## config.mk

```make
export PLATFORM = sky130hd
export DESIGN_NAME = ecc_scrub_ctrl
export DESIGN_NICKNAME = d
export VERILOG_FILES = /design/src/rtl/ecc_ctrl_pkg.sv /design/src/rtl/ecc_scrub_ctrl_timer.sv /design/src/rtl/ecc_scrub_ctrl.sv
export SDC_FILE = /design/constraint.sdc
export NUM_CORES = 1
export LEC_CHECK = 0
export CORE_UTILIZATION = 40
export CTS_CLUSTER_SIZE = 20
export DETAILED_ROUTE_END_ITERATION = 8
export HOLD_SLACK_MARGIN = 0.02
export PLACE_DENSITY = 0.78
export SYNTH_ARGS = -nofsm -noshare
export SYNTH_HDL_FRONTEND = slang
export SYNTH_SLANG_ARGS = --single-unit
export TNS_END_PERCENT = 20
```

## constraint.sdc

```tcl
create_clock -name clk -period 2.2 [get_ports clk]
set_clock_uncertainty 0.1 [all_clocks]
set_input_delay 0.55 -clock clk [delete_from_list [all_inputs] [get_ports clk]]
set_output_delay 0.55 -clock clk [all_outputs]
set_load 0.02 [all_outputs]
```

## src/rtl/ecc_ctrl_pkg.sv

```systemverilog
// Shared types and default sizing for the ECC scrub access controller.
package ecc_ctrl_pkg;

  localparam int ADDR_W_DEF         = 8;
  localparam int DATA_W_DEF         = 8;
  localparam int SCRUB_INTERVAL_DEF = 1024;
  localparam int MAX_DEFER_DEF      = 16;
  localparam int CNT_W_DEF          = 16;

  // IDLE serves the host or issues a scrub read; SCR_RD samples the decoder;
  // SCR_WB writes the corrected word back.
  typedef enum logic [1:0] {
    IDLE   = 2'd0,
    SCR_RD = 2'd1,
    SCR_WB = 2'd2
  } state_t;

endpackage

```

## src/rtl/ecc_scrub_ctrl_timer.sv

```systemverilog
// Scrub pacing: interval timer, pending-step flag and host deferral counter.
// force_scrub means the pending step has yielded to the host long enough.
module scrub_timer #(
  parameter int SCRUB_INTERVAL = 1024,
  parameter int MAX_DEFER      = 16
) (
  input  logic clk,
  input  logic rst,
  input  logic scrub_en,
  input  logic host_grant,
  input  logic scrub_issue,
  output logic pending,
  output logic force_scrub
);

  localparam int TW = (SCRUB_INTERVAL > 2) ? $clog2(SCRUB_INTERVAL) : 1;
  localparam int DW = $clog2(MAX_DEFER + 1);
  localparam logic [TW-1:0] TIMER_LAST = TW'(SCRUB_INTERVAL - 1);
  localparam logic [DW-1:0] DEFER_MAX  = DW'(MAX_DEFER);

  logic [TW-1:0] timer;
  logic [DW-1:0] defer;

  // Timer reload sets pending (a set wins over a same-cycle issue so no step is lost);
  // defer counts host grants made while a step waits.
  always_ff @(posedge clk) begin
    if (rst || !scrub_en) begin
      timer   <= '0;
      pending <= 1'b0;
      defer   <= '0;
    end else begin
      if (timer == TIMER_LAST) begin
        timer   <= '0;
        pending <= 1'b1;
      end else begin
        timer <= timer + 1'b1;
        if (scrub_issue) pending <= 1'b0;
      end
      if (scrub_issue) begin
        defer <= '0;
      end else if (pending && host_grant && defer != DEFER_MAX) begin
        defer <= defer + 1'b1;
      end
    end
  end

  assign force_scrub = pending && (defer == DEFER_MAX);

endmodule

```

## src/rtl/ecc_scrub_ctrl.sv

```systemverilog
// Arbitrates host accesses against a background scrubber for a Hamming-protected
// SRAM; corrects single-bit errors by write-back and counts ECC events.
module ecc_scrub_ctrl
  import ecc_ctrl_pkg::*;
#(
  parameter int ADDR_W         = ADDR_W_DEF,
  parameter int DATA_W         = DATA_W_DEF,
  parameter int SCRUB_INTERVAL = SCRUB_INTERVAL_DEF,
  parameter int MAX_DEFER      = MAX_DEFER_DEF,
  parameter int CNT_W          = CNT_W_DEF
) (
  input  logic              clk,
  input  logic              rst,
  input  logic              host_req,
  input  logic              host_we,
  input  logic [ADDR_W-1:0] host_addr,
  input  logic [DATA_W-1:0] host_wdata,
  output logic              host_gnt,
  output logic              host_rvalid,
  output logic [DATA_W-1:0] host_rdata,
  output logic              host_rerr,
  output logic              mem_en,
  output logic              mem_we,
  output logic [ADDR_W-1:0] mem_addr,
  output logic [DATA_W-1:0] mem_wdata,
  input  logic [DATA_W-1:0] mem_rdata,
  input  logic              mem_err_corr,
  input  logic              mem_err_uncorr,
  input  logic              scrub_en,
  output logic              scrub_wrap,
  output logic              err_valid,
  output logic [ADDR_W-1:0] err_addr,
  output logic [CNT_W-1:0]  corr_cnt,
  output logic [CNT_W-1:0]  uncorr_cnt,
  output state_t            dbg_state,
  output logic [ADDR_W-1:0] dbg_scrub_addr
);

  // Host handshake: host_req is held with stable we/addr/wdata until host_gnt;
  // the access happens in the cycle where host_req && host_gnt, and a read answers
  // with a one-cycle host_rvalid pulse in the following cycle.

  state_t            state, state_next;
  logic [ADDR_W-1:0] scrub_addr;
  logic [DATA_W-1:0] wb_data;
  logic              rd_pend;
  logic              pending, force_scrub, scrub_issue;
  logic              step_done, scrub_uncorr, uncorr_hit;

  scrub_timer #(
    .SCRUB_INTERVAL(SCRUB_INTERVAL),
    .MAX_DEFER     (MAX_DEFER)
  ) u_timer (
    .clk        (clk),
    .rst        (rst),
    .scrub_en   (scrub_en),
    .host_grant (host_gnt),
    .scrub_issue(scrub_issue),
    .pending    (pending),
    .force_scrub(force_scrub)
  );

  // State register.
  always_ff @(posedge clk) begin
    if (rst) state <= IDLE;
    else     state <= state_next;
  end

  // Next state, grant and SRAM command; everything is held quiet while in reset.
  always_comb begin
    state_next  = state;
    host_gnt    = 1'b0;
    mem_en      = 1'b0;
    mem_we      = 1'b0;
    mem_addr    = '0;
    mem_wdata   = '0;
    scrub_issue = 1'b0;
    case (state)
      IDLE: begin
        if (host_req && !force_scrub) begin
          host_gnt  = 1'b1;
          mem_en    = 1'b1;
          mem_we    = host_we;
          mem_addr  = host_addr;
          mem_wdata = host_wdata;
        end else if (pending) begin
          mem_en      = 1'b1;
          mem_addr    = scrub_addr;
          scrub_issue = 1'b1;
          state_next  = SCR_RD;
        end
      end
      SCR_RD: state_next = mem_err_corr ? SCR_WB : IDLE;
      SCR_WB: begin
        mem_en     = 1'b1;
        mem_we     = 1'b1;
        mem_addr   = scrub_addr;
        mem_wdata  = wb_data;
        state_next = IDLE;
      end
      default: state_next = IDLE;
    endcase
    if (rst) begin
      state_next  = IDLE;
      host_gnt    = 1'b0;
      mem_en      = 1'b0;
      mem_we      = 1'b0;
      mem_addr    = '0;
      mem_wdata   = '0;
      scrub_issue = 1'b0;
    end
  end

  assign step_done    = ((state == SCR_RD) && !mem_err_corr) || (state == SCR_WB);
  assign scrub_uncorr = (state == SCR_RD) && !mem_err_corr && mem_err_uncorr;
  // A host read response can never coincide with SCR_RD, so one increment per cycle suffices.
  assign uncorr_hit   = scrub_uncorr || (rd_pend && mem_err_uncorr);

  // Scrub pointer, write-back capture, event pulses and saturating counters.
  always_ff @(posedge clk) begin
    if (rst) begin
      scrub_addr <= '0;
      wb_data    <= '0;
      rd_pend    <= 1'b0;
      err_valid  <= 1'b0;
      err_addr   <= '0;
      scrub_wrap <= 1'b0;
      corr_cnt   <= '0;
      uncorr_cnt <= '0;
    end else begin
      rd_pend    <= host_gnt && !host_we;
      err_valid  <= 1'b0;
      scrub_wrap <= 1'b0;
      if ((state == SCR_RD) && mem_err_corr) wb_data <= mem_rdata;
      if (step_done) begin
        scrub_addr <= scrub_addr + 1'b1;
        scrub_wrap <= (scrub_addr == '1);
      end
      if (scrub_uncorr) begin
        err_valid <= 1'b1;
        err_addr  <= scrub_addr;
      end
      if ((state == SCR_WB) && (corr_cnt != '1)) corr_cnt <= corr_cnt + 1'b1;
      if (uncorr_hit && (uncorr_cnt != '1)) uncorr_cnt <= uncorr_cnt + 1'b1;
    end
  end

  assign host_rvalid    = rd_pend;
  assign host_rdata     = rd_pend ? mem_rdata : '0;
  assign host_rerr      = rd_pend && mem_err_uncorr;
  assign dbg_state      = state;
  assign dbg_scrub_addr = scrub_addr;

endmodule

```

==> impl_metrics.toml <==
[floorplan]
die_h_um = 100
ios = 112
initial_core_util_pct = 41.6
die_area_sq_um = 10000
die_w_um = 100
core-area_sq_um = 9280
row_count = 35

[sta]
timing.final.crit_share_pct = 121
final_max_slew_viol_count = 0
tightestPinTransition_ps = 695
fmax_ghz = 0.376
finalSetupTns_ps = -7170
maxSlewHeadroom_pct = 53.7
final_hold_viol_count = 0
finalCriticalPeriod_ps = 2660
setup_slack_ps = -461
setup_viol = 18
rsz0062_at_grt = "true"

[global_routing]
grt_pass1_wl_um = 16900
grt_max_degree = 68
gr-usage-all-layers_pct = 20.7
grt_pass1_vias = 3647
gr-total-overflow = 0
antenna_found_initial = 0

[synthesis]
syn-num-nets = 486
ys.flop_type = "dfxtp_1"
netlist_area_sq_um = 3860
synth-seq-cells = 77
avgSynthCellArea_sq_um = 8.59
yosysMostFrequentCell = "dfxtp_1"
syn_inst = 449
post-synth-top-area-cell = "dfxtp_1"
synthTopCellsByArea = "dfxtp_1 (40%), a21oi_1 (4.9%), nor2_1 (4.7%), nand2_1 (4.5%), nand3_1 (2.7%)"
synth_cell_type_count = 57
synth_common_cells = "dfxtp_1 (77), nor2_1 (48), nand2_1 (46), a21oi_1 (38), nand3_1 (21)"
synth_top_area_share_pct = 39.9
yosysWarnings = 0
ys_async_sr_fraction_pct = 0
synth_edf_count = 0
ys_seq_area_share_pct = 39.9

[run_status]
violations = "setup timing"
status = "complete, but fails checks"

[clock_network]
cts_buffers = 9
cts_root_buf = "clkbuf_8"
htreeDepth = 3
clockBufferDepth = 2
path_clk_slew_ps = 90
cts_tree = "yes"
clock_sinks = 77
clk-insertion-delay-late_ps = 340

[critical_path]
criticalPathCategory = "reg2out"
arrival_ps = 2010
crit_path_end_kind = "output port"
cp.required_ps = 1550
critPathLaunchType = "flop"
crit_path_max_fanout = 4

[drt]
drt-wirelength-per-cell_um = 14.2
drt-pass1-iter-count = 4
via_count = 3909
ant_nets = 0
wirelength_um = 10400
drt_iter0_markers = 247
viasPerCell = 5.31
route.detailed.drc = 0

[final_layout]
layout.cells.non_filler = 736
nets = 639
final_util_pct = 60.4
drive_above_1_share_pct = 20.3
syn_to_final_growth_pct = 45.4
num-fill-cells = 848
antenna_cells = 0
multi_input_area_sq_um = 2230
final-seq-area_sq_um = 1550

[hold_path]
hold_path_class = "reg2reg"

[power]
powerDensity_nw_per_um2 = 461
peakVddDrop_v = 0.000255
p_leak_nw = 2.15

[place]
dp_hpwl_um = 7660
port_buffers = 111
globalplace.congestion = 0.800
placedCellCount = 716

[job]
cap_violations = 0
-- cell usage in the layout (no fill, tap or decap), types with 7 or more instances in the layout --
master / synthesis / layout
a21oi_1: 38 / 33
a22o_1: 7 / 7
and2_1: 13 / 13
and4_1: 9 / 9
buf_4: 2 / 59
buf_6: 2 / 8
clkbuf_8: 0 / 9
clkdlybuf4s50_1: 0 / 81
dfxtp_1: 77 / 73
dlygate4sd2_1: 0 / 9
inv_1: 11 / 9
mux2i_1: 9 / 9
nand2_1: 46 / 45
nand3_1: 21 / 21
nand4_1: 12 / 12
nor2_1: 48 / 48
nor2b_1: 10 / 10
o21ai_0: 11 / 11
o31ai_1: 9 / 8
or3_1: 7 / 7
or4_1: 7 / 7
xnor2_1: 9 / 9
xor2_1: 10 / 10
-- per-stage QoR --
| step | hold slack [ps] | instance area [sq um] | power, mW | setup WS [ps] |
|---|---|---|---|---|
| floorplan | 330 | 3870 | 1.52 | -260 |
| global placement | 347 | 5390 | 1.65 | -945 |
| detailed placement | 355 | 5390 | 1.66 | -1050 |
| CTS | 367 | 5550 | 2.61 | -537 |
| global route | 385 | 5610 | 2.68 | -563 |
| finish | 362 | 5610 | 2.59 | -461 |
-- path summary, 6_finish.rpt --
path	startpoint	end	slack, ps	depth (start not counted)
min	err_addr[2]$_SDFFE_PP0P_	err_addr[2]$_SDFFE_PP0P_	360	2
max reg2reg	corr_cnt[0]$_SDFFE_PP0P_	corr_cnt[8]$_SDFFE_PP0P_	180	5
min reg2reg	err_addr[2]$_SDFFE_PP0P_	err_addr[2]$_SDFFE_PP0P_	360	2
max	u_timer.defer[1]$_SDFFE_PP0P_	mem_addr[7]	-460	8
-- critical path: stages, from the launching register on --
cell and delay, ps:
dfxtp_2 340, inv_2 50, ha_4 150, and4bb_2 250, a2111oi_4 370, buf_2 230
nand2_2 60, o31ai_2 50, buf_4 180
-- power breakdown --
part	switching, mW	internal, mW	total, mW
clock network	0.542	0.418	0.960
registers	0.00521	1.40	1.40
logic	0.106	0.119	0.225
-- per-layer routing --
layer / track usage (%) / share of wire, % / up-vias
li1: - / - / 1942
met3: 2.99 / 4.6 / 4
met2: 35.8 / 49 / 120
met4: 5.02 / 0.36 / 0
met5: 0 / 0 / -
met1: 27.0 / 46 / 1843
-- logic make-up after synthesis --
group	synth area share [%]
simple gates	29.7
compound gates	15.9
flops	39.9
buf+inv	3.73
xor+xnor	4.31
mux	4.47
fa+ha+maj	1.95
-- final cells by class --
class / instances / share of cell area, %
repair buffers: 162 / 25.9
flip-flops and latches: 77 / 27.6
multi-input cells: 341 / 39.8
clock buffers: 10 / 2.27
well taps: 129 / 2.88
clock inverters: 6 / 0.847
inverters: 11 / 0.736
-- timing repair --
action | 4_1_cts | 5_1_grt
cloned | 1 | 0
hold buffers | 0 | 0
pin swaps | 17 | 1
buffers inserted | 2 | 1
resized for setup | 115 | 14
setup endpoints to repair | 30 | 22
-- sequential cells by signal (all words and copies together), names as in the netlist --
register         flops
u_timer.defer        5
u_timer.timer       10
wb_data              8
err_valid            1
u_timer.pending      1
scrub_wrap           1
err_addr             8
dbg_scrub_addr       8
corr_cnt            16
uncorr_cnt          16
dbg_state            2
host_rvalid          1
(Power assumes the default switching activity.)
